**config.mk**
```make
export PLATFORM = sky130hd
export DESIGN_NAME = pp_group_accumulate_flat
export DESIGN_NICKNAME = d
export VERILOG_FILES = /design/src/rtl/mac_pkg.sv /design/src/rtl/pp_group_accumulate_if.sv /design/src/rtl/pp_narrow_sat.sv /design/src/rtl/pp_group_accumulate.sv /design/src/flat_wrapper.sv
export SDC_FILE = /design/constraint.sdc
export NUM_CORES = 1
export LEC_CHECK = 0
export ABC_AREA = 1
export ABC_CLOCK_PERIOD_IN_PS = 3620
export CAP_MARGIN = 5
export CORE_MARGIN = 2
export CORE_UTILIZATION = 50
export CTS_CLUSTER_SIZE = 8
export DETAILED_ROUTE_END_ITERATION = 6
export GPL_ROUTABILITY_DRIVEN = 0
export GPL_TIMING_DRIVEN = 1
export PLACE_DENSITY = 0.74
export SLEW_MARGIN = 20
export SYNTH_ARGS = -nofsm -noshare
export SYNTH_HDL_FRONTEND = slang
export SYNTH_HIERARCHICAL = 1
export SYNTH_SLANG_ARGS = --single-unit
```
**constraint.sdc**
```tcl
create_clock -name i_clk -period 3.62 [get_ports i_clk]
set_clock_uncertainty 0.15 [all_clocks]
set_input_delay 0.724 -clock i_clk [delete_from_list [all_inputs] [get_ports i_clk]]
set_output_delay 0.724 -clock i_clk [all_outputs]
set_load 0.02 [all_outputs]
```
**src/rtl/mac_pkg.sv**
```systemverilog
// Shared MAC-subsystem widths and the group-accumulator state encoding.
package mac_pkg;

  localparam int PP_W  = 15;
  localparam int EXP_W = 6;
  localparam int SUM_W = 16;

  typedef enum logic {
    IDLE = 1'b0,
    ACC  = 1'b1
  } state_e;

endpackage

```
**src/rtl/pp_group_accumulate_if.sv**
```systemverilog
// Term stream in from the aligner, group result out toward the normaliser.
interface pp_group_accumulate_if;
    import mac_pkg::*;

    logic [PP_W-1:0]  i_align_pp;
    logic [EXP_W-1:0] i_max_exp;
    logic             i_valid;
    logic             i_clear;
    logic [SUM_W-1:0] o_sum;
    logic [EXP_W-1:0] o_exp;
    logic             o_err;
    logic             o_valid;

    modport master (
        output i_align_pp, i_max_exp, i_valid, i_clear,
        input  o_sum, o_exp, o_err, o_valid
    );

    modport slave (
        input  i_align_pp, i_max_exp, i_valid, i_clear,
        output o_sum, o_exp, o_err, o_valid
    );

endinterface

```
**src/rtl/pp_narrow_sat.sv**
```systemverilog
// Narrows the full-width group sum to 16 bits: saturating when PP_ACC_SAT_EN
// is defined, otherwise plain truncation (wrap).
module pp_narrow_sat
    import mac_pkg::*;
#(
    parameter int ACC_W = 18
) (
    input  logic [ACC_W-1:0] acc_i,
    output logic [SUM_W-1:0] sum_o
);

`ifdef PP_ACC_SAT_EN
    localparam logic signed [ACC_W-1:0] SAT_MAX =
        {{(ACC_W-SUM_W+1){1'b0}}, {(SUM_W-1){1'b1}}};
    localparam logic signed [ACC_W-1:0] SAT_MIN =
        {{(ACC_W-SUM_W+1){1'b1}}, {(SUM_W-1){1'b0}}};

    logic signed [ACC_W-1:0] acc_s;
    assign acc_s = acc_i;

    // NOTE: default assignment first so every path drives sum_o (no latch).
    always_comb begin
        sum_o = acc_i[SUM_W-1:0];
        if (acc_s > SAT_MAX) begin
            sum_o = 16'h7FFF;
        end else if (acc_s < SAT_MIN) begin
            sum_o = 16'h8000;
        end
    end
`else
    assign sum_o = acc_i[SUM_W-1:0];

    if (ACC_W > SUM_W) begin : g_drop_hi
        logic unused_hi;
        assign unused_hi = ^acc_i[ACC_W-1:SUM_W];
    end
`endif

endmodule

```
**src/rtl/pp_group_accumulate.sv**
```systemverilog
// Sums groups of N_TERMS aligned partial products at full width and emits one
// tagged, narrowed group sum per group.
module pp_group_accumulate
    import mac_pkg::*;
#(
    parameter int N_TERMS = 8
) (
    input  logic                 i_clk,
    input  logic                 i_rst,
    pp_group_accumulate_if.slave bus
);

    localparam int ACC_W = PP_W + $clog2(N_TERMS);
    localparam int CNT_W = $clog2(N_TERMS);

    state_e                  state_q;
    logic [CNT_W-1:0]        count_q;
    logic signed [ACC_W-1:0] acc_q;
    logic signed [ACC_W-1:0] acc_d;
    logic signed [ACC_W-1:0] pp_ext;
    logic [EXP_W-1:0]        exp_q;
    logic                    err_q;
    logic                    err_d;
    logic                    last_term;
    logic [SUM_W-1:0]        narrow_sum;
    logic [SUM_W-1:0]        sum_out_q;
    logic [EXP_W-1:0]        exp_out_q;
    logic                    err_out_q;
    logic                    valid_out_q;

    assign pp_ext    = {{(ACC_W-PP_W){bus.i_align_pp[PP_W-1]}}, bus.i_align_pp};
    assign acc_d     = acc_q + pp_ext;
    assign err_d     = err_q | (bus.i_max_exp != exp_q);
    assign last_term = (state_q == ACC) && (count_q == CNT_W'(N_TERMS - 1));

    // The closing term must land in the output, so narrow the next-acc value.
    pp_narrow_sat #(.ACC_W(ACC_W)) u_narrow (
        .acc_i (acc_d),
        .sum_o (narrow_sum)
    );

    // NOTE: non-blocking assignments so every register samples pre-edge values.
    always_ff @(posedge i_clk or posedge i_rst) begin
        if (i_rst) begin
            state_q     <= IDLE;
            count_q     <= '0;
            acc_q       <= '0;
            exp_q       <= '0;
            err_q       <= 1'b0;
            sum_out_q   <= '0;
            exp_out_q   <= '0;
            err_out_q   <= 1'b0;
            valid_out_q <= 1'b0;
        end else begin
            valid_out_q <= 1'b0;
            if (bus.i_clear) begin
                state_q <= IDLE;
                count_q <= '0;
                acc_q   <= '0;
            end else if (bus.i_valid) begin
                case (state_q)
                    IDLE: begin
                        acc_q   <= pp_ext;
                        exp_q   <= bus.i_max_exp;
                        err_q   <= 1'b0;
                        count_q <= CNT_W'(1);
                        state_q <= ACC;
                    end
                    ACC: begin
                        if (last_term) begin
                            sum_out_q   <= narrow_sum;
                            exp_out_q   <= exp_q;
                            err_out_q   <= err_d;
                            valid_out_q <= 1'b1;
                            count_q     <= '0;
                            acc_q       <= '0;
                            state_q     <= IDLE;
                        end else begin
                            acc_q   <= acc_d;
                            err_q   <= err_d;
                            count_q <= count_q + CNT_W'(1);
                        end
                    end
                    default: state_q <= IDLE;
                endcase
            end
        end
    end

    assign bus.o_sum   = sum_out_q;
    assign bus.o_exp   = exp_out_q;
    assign bus.o_err   = err_out_q;
    assign bus.o_valid = valid_out_q;

endmodule

```
**src/flat_wrapper.sv**
```systemverilog
// flat-port wrapper written by rule: the top's interface ports become plain ports
module pp_group_accumulate_flat import mac_pkg::*;
#(
    parameter int N_TERMS = 8
)
  (i_clk, i_rst, bus_i_align_pp, bus_i_max_exp, bus_i_valid, bus_i_clear, bus_o_sum, bus_o_exp, bus_o_err, bus_o_valid);
  pp_group_accumulate_if bus_i ();
  input  logic i_clk;
  input  logic i_rst;
  input wire logic [$bits(bus_i.i_align_pp)-1:0] bus_i_align_pp;
  input wire logic [$bits(bus_i.i_max_exp)-1:0] bus_i_max_exp;
  input wire logic [$bits(bus_i.i_valid)-1:0] bus_i_valid;
  input wire logic [$bits(bus_i.i_clear)-1:0] bus_i_clear;
  output wire logic [$bits(bus_i.o_sum)-1:0] bus_o_sum;
  output wire logic [$bits(bus_i.o_exp)-1:0] bus_o_exp;
  output wire logic [$bits(bus_i.o_err)-1:0] bus_o_err;
  output wire logic [$bits(bus_i.o_valid)-1:0] bus_o_valid;
  assign bus_i.i_align_pp = bus_i_align_pp;
  assign bus_i.i_max_exp = bus_i_max_exp;
  assign bus_i.i_valid = bus_i_valid;
  assign bus_i.i_clear = bus_i_clear;
  assign bus_o_sum = bus_i.o_sum;
  assign bus_o_exp = bus_i.o_exp;
  assign bus_o_err = bus_i.o_err;
  assign bus_o_valid = bus_i.o_valid;
  pp_group_accumulate #(.N_TERMS(N_TERMS)) u_core (.i_clk(i_clk), .i_rst(i_rst), .bus(bus_i));
endmodule
```
# [Word level (Yosys, flattened, before mapping)]
# Cells that the tools add are included.
# Widths: inputs -> output; s select.
[classes] reduce_logical=5 n_mux=18 bitwise=3 n_eq_ne=3 add_sub_neg=2
[op_table] cell="$mux 18" count=3
[op_table] cell="$pmux 18 s2" count=1
[op_table] cell="$add 18x15->18" count=1
[op_table] cell="$mux 3" count=3
[op_table] cell="$mux 1" count=8
[op_table] cell="$ne 6x6->1" count=1
[op_table] cell="$pmux 3 s2" count=1
[op_table] cell="$reduce_and 3->1" count=2
[op_table] cell="$pmux 1 s2" count=2
[op_table] cell="$reduce_and 4->1" count=1
[op_table] cell="$add 3x1->3 const B" count=1
[op_table] cell="$eq 3x3->1 const B" count=1
[op_table] cell="$ne 2x2->1 const B" count=1
[op_table] cell="$not 1->1" count=2
[op_table] cell="$reduce_bool 2->1" count=1
[op_table] cell="$logic_and 1x1->1" count=1
[op_table] cell="$or 1x1->1" count=1
[word_totals] elab_cells=40 register_bits=53 in_bits=25 out_inout_bits=24

# [Depth between registers and ports, before layout]
[logic_depth] word_depth=6 mapped_depth=13

# [By module]
# Netlist, hierarchy kept.
[by_module_without_submodules] module="pp_group_accumulate" area_each_um2=3326.9 seq_area_each_um2=1326.3 cells_per_inst=461 n_inst=1
[by_module_without_submodules] module="pp_narrow_sat" area_each_um2=120.1 seq_area_each_um2=0.0 cells_per_inst=16 n_inst=1

# [Least setup slack after synthesis]
# OpenSTA, ideal clock, no wires.
[synth_path] path_type="input-to-reg" start="in bus_i_align_pp[0]" end="reg u_core.sum_out_q[12], in the netlist u_core/bus.o_sum[12]" t_arrival_ps=2172 path_stages=12 slack_ps=1181 setup_time_ps=117 t_required_ps=3353 path_cell_list="ha_1 fa_1 nand3_1 nand2_2 nand2_1 nand2_2 nand2_1 nand3_1 and2_1 buf_4 nand2_1 nand2_1"
[synth_via] elab_chain_cells=1
[synth_rtl] element="start, declared" line_no="flat_wrapper.sv:10" source="input wire logic [$bits(bus_i.i_align_pp)-1:0] bus_i_align_pp;"
[synth_rtl] element="$add 18x15->18" line_no="pp_group_accumulate.sv:32" source="assign acc_d = acc_q + pp_ext;"
[synth_rtl] element="via u_core.acc_d[12]" line_no="pp_group_accumulate.sv:19" source="logic signed [ACC_W-1:0] acc_d;"
[synth_rtl] element="end signal, assigned" line_no="pp_group_accumulate.sv:71" source="sum_out_q <= narrow_sum;"
[synth_rtl] element="end, declared" line_no="pp_group_accumulate.sv:26" source="logic [SUM_W-1:0] sum_out_q;"
# The timed path passes the listed nets, and every way through them passes these cells.
# A chain may end at the register's enable or synchronous reset.

# [Final worst setup path]
[layout_path] start="in bus_i_align_pp[0]" end="reg u_core.sum_out_q[10], in the netlist u_core/bus.o_sum[10]"
# The elaborated chain is that of the path after synthesis.

==> metrics.cfg <==
[clocking]
cts-htree-levels=2
cts.sinks=51
cts-hold-fix-buffers=0
max-clock-path-buffers=2
cts_repair_resize_count=0
clock_tree.root_cell=clkbuf_8
clk_latency_ns=0.30
clk_transition_reported_paths_ns=0.09
postCtsSetupRepairBufs=0
cts_inserted_buffers=5
cts_tree=yes

[critical_path]
critPathTopFamily=simple AND/OR/NAND/NOR gates
cells_traversed_along_the_worst_timing_path=clkdlybuf4s50_1 > ha_1 > fa_1 > nand3_1 > nand2_2 > nand2_1 > nand2_2 > nand2_1 > nand3_1 > and2_1 > nand2_1 > nand2_1
highest_fanout_seen_on_the_critical_path=4
crit_path_end_kind=flop
worstSetupStartpoint=bus_i_align_pp[0]
critPathKind=in2reg
cp_slowest_cell=clkdlybuf4s50_1
start_kind=input port
critical_path.max_stage_delay_ns=0.43
endpoint_of_the_lowest_slack_register_to_register_path=u_core/bus.o_sum[10]$_DFFE_PP0P_
r2r.worst_path.cells=11
worstPathRequired_ns=3.66
reg2reg_slack_ns=1.44
timing.rr.start=u_core/acc_q[0]$_DFFE_PP0P_
worst-path-buf-inv=1
critPathArrivalTime_ns=2.71
worst_path_most_repeated_cell=nand2_1

[layout]
most_frequent_standard_cell_in_the_layout_excluding_fill_and_tap_cells=nand2_1
num-nets-final=517
insertedDiodeCount=0
filler_cell_count=589
drive_above_1_share=0.0675
syn_to_final_growth_pct=16.5
ff_latch_area_um2=1280
multiInputGateArea_um2=1600
layout_common_cells=186 x nand2_1, 51 x dfrtp_1, 48 x clkdlybuf4s50_1

[route]
route.final.wire_length_mm=6.91
route.detailed.drc=0
topRoutingLayerUsed=met4
route.detailed.vias_per_inst=5.04
routedWlPerCell_um=12.5
detail_route.iter0.violations=126
met3_wirelength_um=270
met2_wire_length_mm=3.23
wl_met1_mm=3.24
drt-pass1-iter-count=4
route.antenna.remaining_nets=0
routed-via-count=2775

[hold_path]
hold_path_depth=2
hold_path_class=reg2reg
worstHoldEndpoint=u_core/bus.o_exp[4]$_DFFE_PP0P_
hp-start=u_core/bus.o_exp[4]$_DFFE_PP0P_

[pwr]
pwrdens_nw_per_um2=364
power_w=0.00138
static-leakage-power_nw=2.09
vdd.ir_drop.worst_mv=0.233

[sta]
relSlewSlack=0.508
fin_crit_sh=0.739
final_tns_setup_ns=0
rsz0062_at_grt=false
setup_violations=0
final_hold_viol_count=0
pins_over_their_slew_limit=0
timing_worst_slew_pin_value_ns=0.737
post-route-min-period_ns=2.67
fmax_mhz=374

[global_route]
first_global_vias=2664
global_route_usage_over_all_layers=0.202
antenna_found_initial=0
pin_count_of_the_biggest_net_entering_global_routing=31
grt_overflow_total=0
grt_pass1_wl_mm=11.9

[floorplanning]
fp.dieArea_um2=7140
floorplan.rows=29
floorplan.initialDensity=0.513
io_pins=49
core_area_um2=6310
die_height_um=84.5
floorplan.die.width_um=84.5

[placement]
place_hpwl_mm=5.15
io_buffer_count=48

[synth]
mappedNetlistNets=486
syn_inst=442
mappedNetlistArea_um2=3240
synth.yosys.warnings=6
avgSynthCellArea_um2=7.33

[flow_run]
maxCapViolCount=0

[outcome]
outcome=complete, no violations

## report_power, final
group          switching [W]  internal, W
Clock               0.000192     0.000206
Sequential         0.0000246     0.000607
Combinational       0.000206     0.000141
Total               0.000423     0.000954
## metrics by stage
stage               std cells  utilization  hold WS (ns)  worst slack (ns)  area [µm²]
floorplan                 442            -         0.299              1.19        3240
global placement          543        0.580         0.302             0.720        3660
detailed placement        543        0.580         0.307             0.668        3660
CTS                       551        0.598         0.331             0.963        3780
global route              551        0.598         0.361             0.856        3780
finish                    551        0.598         0.328             0.945        3780
## flip-flops by register name, summed over array words and instances (netlist names)
name,cells
u_core/err_q,1
u_core/bus.o_err,1
u_core/bus.o_exp,6
u_core/acc_q,16
u_core/bus.o_valid,1
u_core/bus.o_sum,16
u_core/count_q,3
u_core/state_q,1
u_core/exp_q,6
## worst min-delay path: stages, from the launching register on
cell and delay, ns:
dfrtp_1 0.35, nand2_1 0.05, nand2_1 0.05
## worst max-delay path by stage
stage	slack (ns)	end	cells after the start
after floorplan	1.19	u_core/bus.o_sum[12]$_DFFE_PP0P_	12
after global placement	0.72	u_core/bus.o_sum[12]$_DFFE_PP0P_	12
after detailed placement	0.67	u_core/bus.o_sum[10]$_DFFE_PP0P_	12
after CTS	0.96	u_core/bus.o_sum[10]$_DFFE_PP0P_	12
after global routing	0.86	u_core/bus.o_sum[10]$_DFFE_PP0P_	12
final	0.95	u_core/bus.o_sum[10]$_DFFE_PP0P_	12
## cell type report
type,instances,area share
Clock buffer,5,0.0182
Clock inverter,3,0.0116
Inverter,49,0.0487
Multi-Input combinational cell,314,0.423
Sequential cell,51,0.338
Tap cell,77,0.0255
Timing Repair Buffer,52,0.135
## per-layer routing
layer,vias to the layer above,GRT usage
met3,15,0.0246
li1,1426,-
met2,64,0.349
met4,0,0.0635
met5,-,0
met1,1270,0.265
Power figures use the tool's default switching activity.
